## src/rtl/beat_gen.sv

```systemverilog
// beat_gen -- machine-cycle beat sequencer for the 8-bit CPU.
//
// Produces the one-hot beats T[7:0] that the instruction controller ANDs with
// decoded opcode lines. Every beat lasts exactly one clock. Memory wait states
// are inserted *before* a beat (T=0 while waiting), so level strobes qualified
// by a beat fire once. A wait that outlasts WAIT_MAX cycles sets the sticky
// wait_err flag and halts the sequencer.
//
// Optional feature macro: BEAT_GEN_STEP_EN
//   defined   : step_mode=1 parks the sequencer in PAUSE at each instruction
//               boundary until a step pulse releases it.
//   undefined : step_mode/step are accepted but ignored; PAUSE never entered.
//
// Parameters:
//   WAIT_MASK  beats preceded by a memory-ready check (bit k guards T[k])
//   WAIT_MAX   wait cycles tolerated before timeout (1..255)
//   CNT_W      width of instr_cnt
//
// Ports:
//   clk         in   system clock, rising edge
//   rst_n       in   asynchronous active-low reset
//   start       in   launches execution from IDLE/HALT (level, sampled per edge)
//   halt        in   decoded HALT opcode line, sampled only during T7
//   mem_rdy     in   memory ready
//   step_mode   in   pause at each instruction boundary (BEAT_GEN_STEP_EN)
//   step        in   one-cycle pulse releasing a paused instruction
//   T           out  one-hot beat, zero when no beat is active
//   running     out  high in RUN or WAIT
//   halted      out  high in HALT
//   instr_done  out  high during T7 of every completed instruction
//   wait_err    out  sticky wait-timeout flag, cleared by start
//   instr_cnt   out  completed-instruction count, wraps silently

module beat_gen #(
  parameter logic [7:0]  WAIT_MASK = 8'b0010_0100,
  parameter int unsigned WAIT_MAX  = 15,
  parameter int unsigned CNT_W     = 16
) (
  input  logic             clk,
  input  logic             rst_n,
  input  logic             start,
  input  logic             halt,
  input  logic             mem_rdy,
  input  logic             step_mode,
  input  logic             step,
  output logic [7:0]       T,
  output logic             running,
  output logic             halted,
  output logic             instr_done,
  output logic             wait_err,
  output logic [CNT_W-1:0] instr_cnt
);

  // Sequencer states
  localparam logic [2:0] StIdle  = 3'd0;
  localparam logic [2:0] StRun   = 3'd1;
  localparam logic [2:0] StWait  = 3'd2;
  localparam logic [2:0] StPause = 3'd3;
  localparam logic [2:0] StHalt  = 3'd4;

  localparam logic [2:0] LastBeat = 3'd7;
  localparam logic [7:0] WaitMax  = WAIT_MAX[7:0];

  // ---------------------------------------------------------------------------
  // State
  // ---------------------------------------------------------------------------
  logic [2:0]       state_q, state_d;
  logic [2:0]       idx_q, idx_d;       // current (RUN) or held (WAIT) beat index
  logic [7:0]       wcnt_q, wcnt_d;     // wait cycles elapsed in the current WAIT
  logic             err_q, err_d;
  logic [CNT_W-1:0] cnt_q, cnt_d;

  // Registered outputs, computed from the next state so they line up with it
  logic [7:0]       t_q, t_d;
  logic             running_q, running_d;
  logic             halted_q, halted_d;
  logic             done_q, done_d;

  // ---------------------------------------------------------------------------
  // Single-step qualification
  // ---------------------------------------------------------------------------
  logic pause_req;  // park at the next instruction boundary
  logic step_go;    // release from PAUSE

`ifdef BEAT_GEN_STEP_EN
  assign pause_req = step_mode;
  assign step_go   = step;
`else
  assign pause_req = 1'b0;
  assign step_go   = 1'b0;
  // Ports kept for a stable interface; nothing consumes them in this build.
  logic unused_step;
  assign unused_step = step_mode ^ step;
`endif

  // ---------------------------------------------------------------------------
  // Next-state logic
  // ---------------------------------------------------------------------------
  logic [2:0] nxt_idx;
  logic       nxt_needs_wait;

  // 3-bit wrap makes beat 7 roll over to beat 0, which then gets the same
  // memory-ready check as any other beat.
  assign nxt_idx        = idx_q + 3'd1;
  assign nxt_needs_wait = WAIT_MASK[nxt_idx] & ~mem_rdy;

  always_comb begin
    state_d = state_q;
    idx_d   = idx_q;
    wcnt_d  = wcnt_q;
    err_d   = err_q;
    cnt_d   = cnt_q;

    case (state_q)
      StIdle, StHalt: begin
        // Launch goes straight to T0; instr_cnt is deliberately preserved.
        if (start) begin
          state_d = StRun;
          idx_d   = 3'd0;
          err_d   = 1'b0;
        end
      end

      StRun: begin
        if (idx_q == LastBeat) begin
          cnt_d = cnt_q + CNT_W'(1);
        end

        if ((idx_q == LastBeat) && halt) begin
          state_d = StHalt;
        end else if ((idx_q == LastBeat) && pause_req) begin
          state_d = StPause;
        end else begin
          idx_d = nxt_idx;
          if (nxt_needs_wait) begin
            state_d = StWait;
            wcnt_d  = 8'd0;
          end
        end
      end

      StWait: begin
        if (mem_rdy) begin
          // Held index is presented with no extra delay.
          state_d = StRun;
        end else if (wcnt_q == WaitMax) begin
          state_d = StHalt;
          err_d   = 1'b1;
        end else begin
          wcnt_d = wcnt_q + 8'd1;
        end
      end

      StPause: begin
        // halt is only meaningful during T7, so it is not looked at here.
        if (step_go) begin
          state_d = StRun;
          idx_d   = 3'd0;
        end
      end

      default: begin
        state_d = StIdle;
        idx_d   = 3'd0;
      end
    endcase
  end

  // ---------------------------------------------------------------------------
  // Output decode (registered)
  // ---------------------------------------------------------------------------
  always_comb begin
    t_d       = 8'h00;
    running_d = 1'b0;
    halted_d  = 1'b0;
    done_d    = 1'b0;

    case (state_d)
      StRun: begin
        t_d       = 8'h01 << idx_d;
        running_d = 1'b1;
        done_d    = (idx_d == LastBeat);
      end
      StWait: begin
        running_d = 1'b1;
      end
      StHalt: begin
        halted_d = 1'b1;
      end
      default: begin
        t_d = 8'h00;
      end
    endcase
  end

  // ---------------------------------------------------------------------------
  // Registers
  // ---------------------------------------------------------------------------
  always_ff @(posedge clk or negedge rst_n) begin
    if (!rst_n) begin
      state_q   <= StIdle;
      idx_q     <= 3'd0;
      wcnt_q    <= 8'd0;
      err_q     <= 1'b0;
      cnt_q     <= '0;
      t_q       <= 8'h00;
      running_q <= 1'b0;
      halted_q  <= 1'b0;
      done_q    <= 1'b0;
    end else begin
      state_q   <= state_d;
      idx_q     <= idx_d;
      wcnt_q    <= wcnt_d;
      err_q     <= err_d;
      cnt_q     <= cnt_d;
      t_q       <= t_d;
      running_q <= running_d;
      halted_q  <= halted_d;
      done_q    <= done_d;
    end
  end

  assign T          = t_q;
  assign running    = running_q;
  assign halted     = halted_q;
  assign instr_done = done_q;
  assign wait_err   = err_q;
  assign instr_cnt  = cnt_q;

endmodule

```

## config.mk

```make
export PLATFORM = sky130hd
export DESIGN_NAME = beat_gen
export DESIGN_NICKNAME = d
export VERILOG_FILES = /design/src/rtl/beat_gen.sv
export SDC_FILE = /design/constraint.sdc
export NUM_CORES = 1
export LEC_CHECK = 0
export CAP_MARGIN = 5
export CORE_AREA = 2 2 88 73
export CTS_CLUSTER_SIZE = 25
export DETAILED_ROUTE_END_ITERATION = 10
export DIE_AREA = 0 0 90 75
export PLACE_DENSITY_LB_ADDON = 0.25
export SYNTH_ARGS = -nofsm -noshare
export SYNTH_HDL_FRONTEND = slang
export SYNTH_SLANG_ARGS = --single-unit
export TNS_END_PERCENT = 50
```

## constraint.sdc

```tcl
create_clock -name clk -period 2.1 [get_ports clk]
set_input_delay 0.42 -clock clk [delete_from_list [all_inputs] [get_ports clk]]
set_output_delay 0.42 -clock clk [all_outputs]
set_load 0.1 [all_outputs]
```

# Word level (Yosys, flattened, before mapping)
# Memory sizes are Yosys's and may differ from the RTL's.
# Index checks and enable logic that the tools add are counted.
# totals
romBits,8
wordCells,66
mem_count,1
register_bits,42
input_bits,7
output_inout_bits,28
# memory_table
memory,words,word_bits,read_ports,rd_ports_with_merged_regs,write_ports,line_no,rtl
(no name shown),8,1,1,0,0,105,assign nxt_needs_wait = WAIT_MASK[nxt_idx] & ~mem_rdy;
# classes
magnitude_cmp,1
shifts,1
n_mux,23
eq_ne,16
addsub,3
reduce_logical,10
bitwise_logic,2
# op_table
cell,count
8-bit 2-to-1 mux,5
3-bit 2-to-1 mux,7
"16-bit by 1-bit adder with 16-bit output, second input constant",1
8-bit case mux with 2 select lines,1
"3-bit == test, second input constant",4
"2-bit != test, second input constant",6
3-bit case mux with 4 select lines,1
"3-bit by 2-bit == test with 1-bit output, second input constant",3
3-bit case mux with 3 select lines,1
"8-bit by 1-bit adder with 8-bit output, second input constant",1
"8-bit by 4-bit == test with 1-bit output, second input constant",1
"1-bit by 3-bit left shift with 8-bit output, first input constant",1
1-bit 2-to-1 mux,7
"3-bit by 1-bit == test with 1-bit output, second input constant",2
2-bit OR reduction,3
5-bit AND reduction,1
"3-bit by 4-bit less-than comparator with 1-bit output, second input constant",1
4-bit AND reduction,1
2-bit nonzero test,2
"3-bit by 1-bit adder with 3-bit output, second input constant",1
3-bit zero test,1
1-bit case mux with 2 select lines,1
2-bit AND reduction,1
1-bit AND,1
other kinds (2),2

# Longest topological paths before layout
# Gate-level depths: netlist of the first run.
# depth
word_depth,10
depth_mapped,7
mapped_depth_nobuf,7

# Worst setup path before layout of the first run
# OpenSTA, ideal clock, no wires.
# synth_path
path_kind,register -> register
startpoint,reg cnt_q[5] (netlist: instr_cnt[5])
endpoint,reg cnt_q[13] (netlist: instr_cnt[13])
required_ps,1942
period_less_slack_ps,2230
path_buffers,0
setup_ps,158
path_stages_with_launch,5
arrival_time_ps,2072
slack_ps,-130
path_cell_list,dfrtp_1 nand4_1 nor4_1 nand3_1 xnor2_1
# synth_via
elab_chain_cells,1
# synth_lines
item,line_no,rtl
from (decl),71,"logic [CNT_W-1:0] cnt_q, cnt_d;"
from (signal assigned),215,cnt_q <= cnt_d;
16-bit by 1-bit adder with 16-bit output,126,cnt_d = cnt_q + CNT_W'(1);
# No other way between the ends.
# A chain may end at the register's enable or synchronous reset.

# Worst setup path in the final report of the first run
# layout_path
startpoint,reg state_q[1]
endpoint,reg wcnt_q[0]
# layout_via
elab_chain_cells,3
elab_cells_between_ends,9
cone_classes,eq/ne: 6; mux: 1; reduce/logical: 2
# layout_lines
item,line_no,rtl
from (decl),67,"logic [2:0] state_q, state_d;"
from (signal assigned),201,state_q <= StIdle;
from (signal assigned),211,state_q <= state_d;
3-bit by 2-bit == test with 1-bit output / 3-bit by 1-bit == test with 1-bit output (equally long branches),114,case (state_q)
2-bit != test (no line) / 2-bit nonzero test (equally long branches),-,
5-bit AND reduction (no line),-,
to (signal assigned),213,wcnt_q <= wcnt_d;
to (decl),69,"logic [7:0] wcnt_q, wcnt_d;"
# Parallel ways exist; a longest one is shown, timed or not.

==> results.md, run 1 <==
* Core footprint at 0.00582 sq mm
* Max-cap viol count at 0
* Unrepaired setup endpoints after global routing: false
* Worst min-delay path class: input port to async pin
* Synth async-reset ratio at 1.00
* DRT Pass-1 Iters at 4
* Maximum resistive drop on vdd at 0.000923 V
* Vias in the first global route at 1608
* Mux contribution to synthesized area at 0.0125
* Num CTS Buffers at 5
* Dpl hpwl at around 3200 um
* Routed wire per std cell at roughly 13 um
* Post-synthesis net count at 205
* PortBufs at 32
* Clock transition at the registers of the reported paths at 0.09 ns
* Sink Count at 41
* Clock buffer depth at 2
* Post-Synth XOR/XNOR Area at 0.0698
* Final Wtd Congestion at 0.767
* Setup violation total in the final timing report at 0
* # H-tree levels at 2
* Worst Setup EP: wcnt_q[0]
* DIE AREA at 0.00675 sq mm
* Setup Skew at between 0.009 and 0.01 ns
* Post-synthesis instance area at approximately 0.0020 sq mm
* Dominant synthesized flop cell: dfrtp_1
* Synth Warn # at 0
* Total Nets Final at 265
* ANT cells at 0
* Worst EP arrival at approximately 2.2 ns
* Post-DR vias/cell at 4.94
* Detailed Route WL at 4490 um
* Crit start category: flip-flop
* Number of library cell types mapped by synthesis at 49
* Worst reg2reg path endpoint: wcnt_q[0]
* Normalized max-slew margin at 0.737
* First-pass GRT wire length at about 7800 um
* Total number of vias at 1649
* Outcome: finished clean
* Detail Route Antenna Nets at 0
* Area grow syn2layout at 37.4%
* R2R cell count at 4
* Initial antenna violation count at 0
* Tmin final at 2.05 ns
* First DRT Iteration DRCs at 87
* Max Freq at 0.487 GHz
* Die H at 75 um
* LEAKAGE at 1.28 nW
* Complex-gate fraction of the synthesized area at 0.106
* Fin crit share at 0.977
* Syn avg cell area at ~10 sq um
* Root buf cell: clkbuf_8
* Max FO, Critical Path at 8
* Initial cell density of the core at 0.345
* Worst setup path class: flip-flop to flip-flop
* Final core occ at 0.474
* CTS Hold Buffers Added at 0
* Remaining Overflow, GRT at 0
* Crit path launch: state_q[1]
* Share of layout cells above drive strength 1 at 0.356
* Io pins at 35
* Post-Synth Adder-Cell Area at 0.0374
* Die Wd at 90 um
* Worst r2r src: state_q[1]
* Worst-Skew Late Latency at 0.30 ns
* Power Dens Cells at 1310 mW/mm^2
* Largest net degree at the start of global routing at 42
* Final Hold Fails at 0
* Power Total at between 3 and 4 mW
* Largest family of logic cells by synthesized area: simple AND/OR/NAND/NOR gates
* Number of synthesized flops with an enable pin at 0
* TritonCTS clock tree: done
* Max-slew violation count at 0
* Residual DRC count at 0
* Slew at the pin closest to its max-slew limit at 0.393 ns
* GRT Resource Usage Total at 0.145
* FP Rows at 25
* Synth Register Bits at 41
* Crit end category: flip-flop
* Post-Synth Simple-Gate Area at 0.236
* Syn Inst Count at 192
* Sequential area share after synthesis at 0.511
* Reg-to-reg slack, setup at about 0.048 ns
* Worst Path Required at 2.28 ns
Yosys cell counts (all sizes together) (4+ instances only):
library cell | count | area share
xnor2 | 10 | 0.044
or4 | 5 | 0.019
nand2 | 20 | 0.037
xor2 | 6 | 0.026
dfrtp | 41 | 0.51
or3 | 4 | 0.012
buf | 4 | 0.011
nor3 | 4 | 0.010
o21ai | 5 | 0.012
nor2 | 12 | 0.022
inv | 7 | 0.013
nand3 | 11 | 0.027
o211ai | 5 | 0.021
nor4 | 7 | 0.022
ha | 6 | 0.037
per-layer routing:
layer	vias to the layer above	global-route usage	part of all wire	wire, um
li1	816	-	-	-
met4	0	0.0462	0.0089	40
met2	31	0.225	0.43	1920
met3	4	0.0320	0.036	163
met5	-	0	0	0
met1	798	0.206	0.53	2360
sequential cells by signal, summed over array words and instances, names as in the netlist:
signal	cells
T	7
halted	1
instr_done	1
instr_cnt	16
wait_err	1
state_q	3
running	1
wcnt_q	8
idx_q	3
per-stage QoR:
step                      worst slack, ns  hold slack (ns)  TNS, ns  instance area, sq um  instances
after floorplan                   -0.0116            0.124  -0.0116                  2050        192
after global placement            -0.0907            0.414   -0.356                  2570        324
after detailed placement          -0.0770            0.416   -0.315                  2570        324
after CTS                          0.0219           0.0886        0                  2730        334
after global routing               0.0103            0.103        0                  2760        334
final                              0.0478           0.0773        0                  2760        334
worst max-delay path, cell delays in order (launching register included):
cell and delay (ns):
dfrtp_2 0.46, or3b_4 0.43, or4_4 0.59, and2_4 0.17, mux2_4 0.28
cell families after synthesis:
kind of cell	count (synthesis)
and+or+nand+nor	86
DFF	41
AOI/OAI and AO/OA	28
xor gates and xnor gates	16
buffers and inverters	13
adders and majority gates	6
muxes	2
cell usage in the layout (no fill, tap or decap), types with 3 or more instances in the layout:
master	count
nand3_1	11
clkdlybuf4s50_1	3
nor4_1	7
xor2_1	6
nand2b_1	3
nor3_1	4
xnor2_1	10
ha_1	4
or3_1	4
nor2_1	12
o211ai_1	5
nand2_1	20
buf_4	52
or4_1	4
inv_1	6
clkbuf_8	5
o21ai_0	4
dfrtp_2	9
dfrtp_1	32
a21oi_1	3
nand4_1	3
report_power, final:
part           total (mW)  switching (mW)  internal (mW)
Combinational        1.82            1.16          0.653
Sequential           1.03           0.107          0.923
Clock               0.755           0.283          0.472
what timing repair did:
action / in CTS / in global routing
cloned: 1 / 0
setup endpoints to repair: 1 / 8
pin swaps: 1 / 1
gates resized for setup: 1 / 8
hold endpoints to repair: 0 / 0
setup buffers: 1 / 0
layout make-up:
cell class                 count  area [sq um]
inverter                       7          26.3
sequential                    41          1040
timing repair buffer          58           465
clock inverter                 3          65.1
clock buffer                   5          68.8
tap                           81           101
fill                         565          3060
multi-input combinational    139           995
how the worst min path moves through the flow:
stage	end	slack, ns	cells after the start
after detailed placement	instr_cnt[2]	0.42	2
after floorplan	T[0]	0.12	0
after global routing	instr_cnt[9]	0.10	2
final	instr_cnt[9]	0.08	2
after CTS	instr_cnt[7]	0.09	2
after global placement	halted	0.41	2
Note: power is estimated with default switching activity, not from simulation.
==> run 2, diff against run 1 <==
--- a/config.mk
+++ b/config.mk
@@ -10,6 +10,7 @@
 export CTS_CLUSTER_SIZE = 25
 export DETAILED_ROUTE_END_ITERATION = 10
 export DIE_AREA = 0 0 90 75
+export GPL_TIMING_DRIVEN = 0
 export PLACE_DENSITY_LB_ADDON = 0.25
 export SYNTH_ARGS = -nofsm -noshare
 export SYNTH_HDL_FRONTEND = slang
==> run 2 against run 1 <==
Net effect:
- setup slack got worse by 0.024 ns
- sequential share of layout area increased by 0.50 points
- clock-buffer cell count increased by 2
- largest power group unchanged
- highest routed layer unchanged
==> results.md, run 2 (synthesized netlist as in run 1, its figures left out) <==
* Root buf cell: clkbuf_8
* Post-DR vias/cell at between 4 and 5
* Clock transition at the registers of the reported paths at 0.07 ns
* FP Rows at 25
* Most frequent cells in the layout: 32 x dfrtp_1, 28 x dlygate4sd2_1, 20 x nand2_1
* Vias in the first global route at 1527
* Worst EP arrival at 2.25 ns
* Normalized max-slew margin at 0.362
* Sink Count at 41
* First-pass GRT wire length at 7420 um
* Detailed Route WL at 4350 um
* Power Total at 3.41 mW
* Initial cell density of the core at 0.345
* Crit start category: flip-flop
* Worst-Skew Late Latency at 0.29 ns
* Final Wtd Congestion at 0.801
* Clock buffer depth at 2
* Die Wd at about 90 um
* Commonest non-fill, non-tap cell in the layout: dfrtp_1
* TritonCTS clock tree: done
* First DRT Iteration DRCs at 43
* Unrepaired setup endpoints after global routing: true
* DIE AREA at 0.00675 sq mm
* Setup violation total in the final timing report at 0
* Detail Route Antenna Nets at 0
* Post-Layout Cell Count at about 320
* Outcome: finished clean
* PortBufs at 32
* Area grow syn2layout at 35.6%
* GRT Resource Usage Total at 0.139
* Max-cap viol count at 0
* LEAKAGE at between 1 and 1.5 nW
* Die H at 75 um
* ANT cells at 0
* Share of layout cells above drive strength 1 at 0.191
* Max-slew violation count at 0
* Remaining Overflow, GRT at 0
* Worst Path Required at 2.28 ns
* Num CTS Buffers at 5
* Io pins at 35
* Core footprint at roughly 0.0058 sq mm
* Fill cells at 577
* Slew at the pin closest to its max-slew limit at between 0.9 and 1 ns
* Setup Skew at between 0.004 and 0.005 ns
* Crit end category: flip-flop
* Worst setup path class: flip-flop to flip-flop
* Tmin final at 2.08 ns
* Setup slack after layout at roughly 0.023 ns
* # H-tree levels at 2
* DRT Pass-1 Iters at 4
* CTS Hold Buffers Added at 0
* Dpl hpwl at 3070 um
* Routed wire per std cell at around 14 um
* Final Hold Fails at 0
* Power Dens Cells at 1250 mW/mm^2
* Residual DRC count at 0
* Largest net degree at the start of global routing at 25
* Post-route setup TNS at 0 ns
* Initial antenna violation count at 0
* Fin crit share at 0.989
* Total number of vias at 1571
* Max FFs per register at 16
* Placed Cells at 306
* Total Nets Final at approximately 250
* Place WS at -0.297 ns
* Max FO, Critical Path at 10
* Max Freq at ~0.48 GHz
* Worst min-delay path class: input port to async pin
* Maximum resistive drop on vdd at 0.000885 V
[run 2: power by group]
group	internal, mW	switching, mW	total [mW]
clock network	0.387	0.258	0.645
registers	0.925	0.108	1.03
logic	0.548	1.18	1.73
[run 2: layer usage]
| metal | vias to the layer above | routed length (um) | GRT usage |
|---|---|---|---|
| li1 | 774 | - | - |
| met1 | 761 | 2210 | 0.189 |
| met2 | 31 | 1920 | 0.221 |
| met3 | 5 | 173 | 0.0380 |
| met4 | 0 | 51 | 0.0410 |
| met5 | - | 0 | 0 |
[run 2: critical path, stage by stage, from the launching register on]
cell	delay, ns
dfrtp_1	0.38
buf_6	0.14
or3b_4	0.39
or4_4	0.60
and2_4	0.18
mux2_4	0.28
[run 2: worst paths after layout]
kind,to,from,cells past startpoint,slack (ns)
worst max-delay path,wcnt_q[0],state_q[2],5,0.02
worst min-delay path,wcnt_q[5],rst_n,1,0.08
worst max register to register,wcnt_q[0],state_q[2],5,0.02
worst min register to register,instr_cnt[15],instr_cnt[15],1,0.46
max in group asynchronous,instr_cnt[0],rst_n,2,1.55
min in group clk,instr_cnt[15],instr_cnt[15],1,0.46
[run 2: layout make-up]
class | instances | area (sq um) | area share
Clock buffer | 7 | 86.3 | 0.0317
Multi-Input combinational cell | 138 | 1080 | 0.396
Timing Repair Buffer | 36 | 330 | 0.121
Buffer | 5 | 33.8 | 0.0124
Sequential cell | 41 | 1040 | 0.381
Inverter | 7 | 26.3 | 0.00965
Clock inverter | 1 | 30.0 | 0.0110
Tap cell | 81 | 101 | 0.0372
[run 2: timing repair]
action | CTS | global route
setup buffers | 1 | 2
gates resized for setup | 39 | 12
setup endpoints to repair | 40 | 15
pin swaps | 2 | 3
[run 2: per-stage QoR]
stage | instance area (sq um) | utilization | hold WS [ns]
after CTS | 2660 | 0.457 | 0.0930
after global placement | 2470 | 0.425 | 0.463
final | 2720 | 0.468 | 0.0796
after global routing | 2720 | 0.468 | 0.113
after floorplan | 2050 | - | 0.124
after detailed placement | 2500 | 0.429 | 0.412
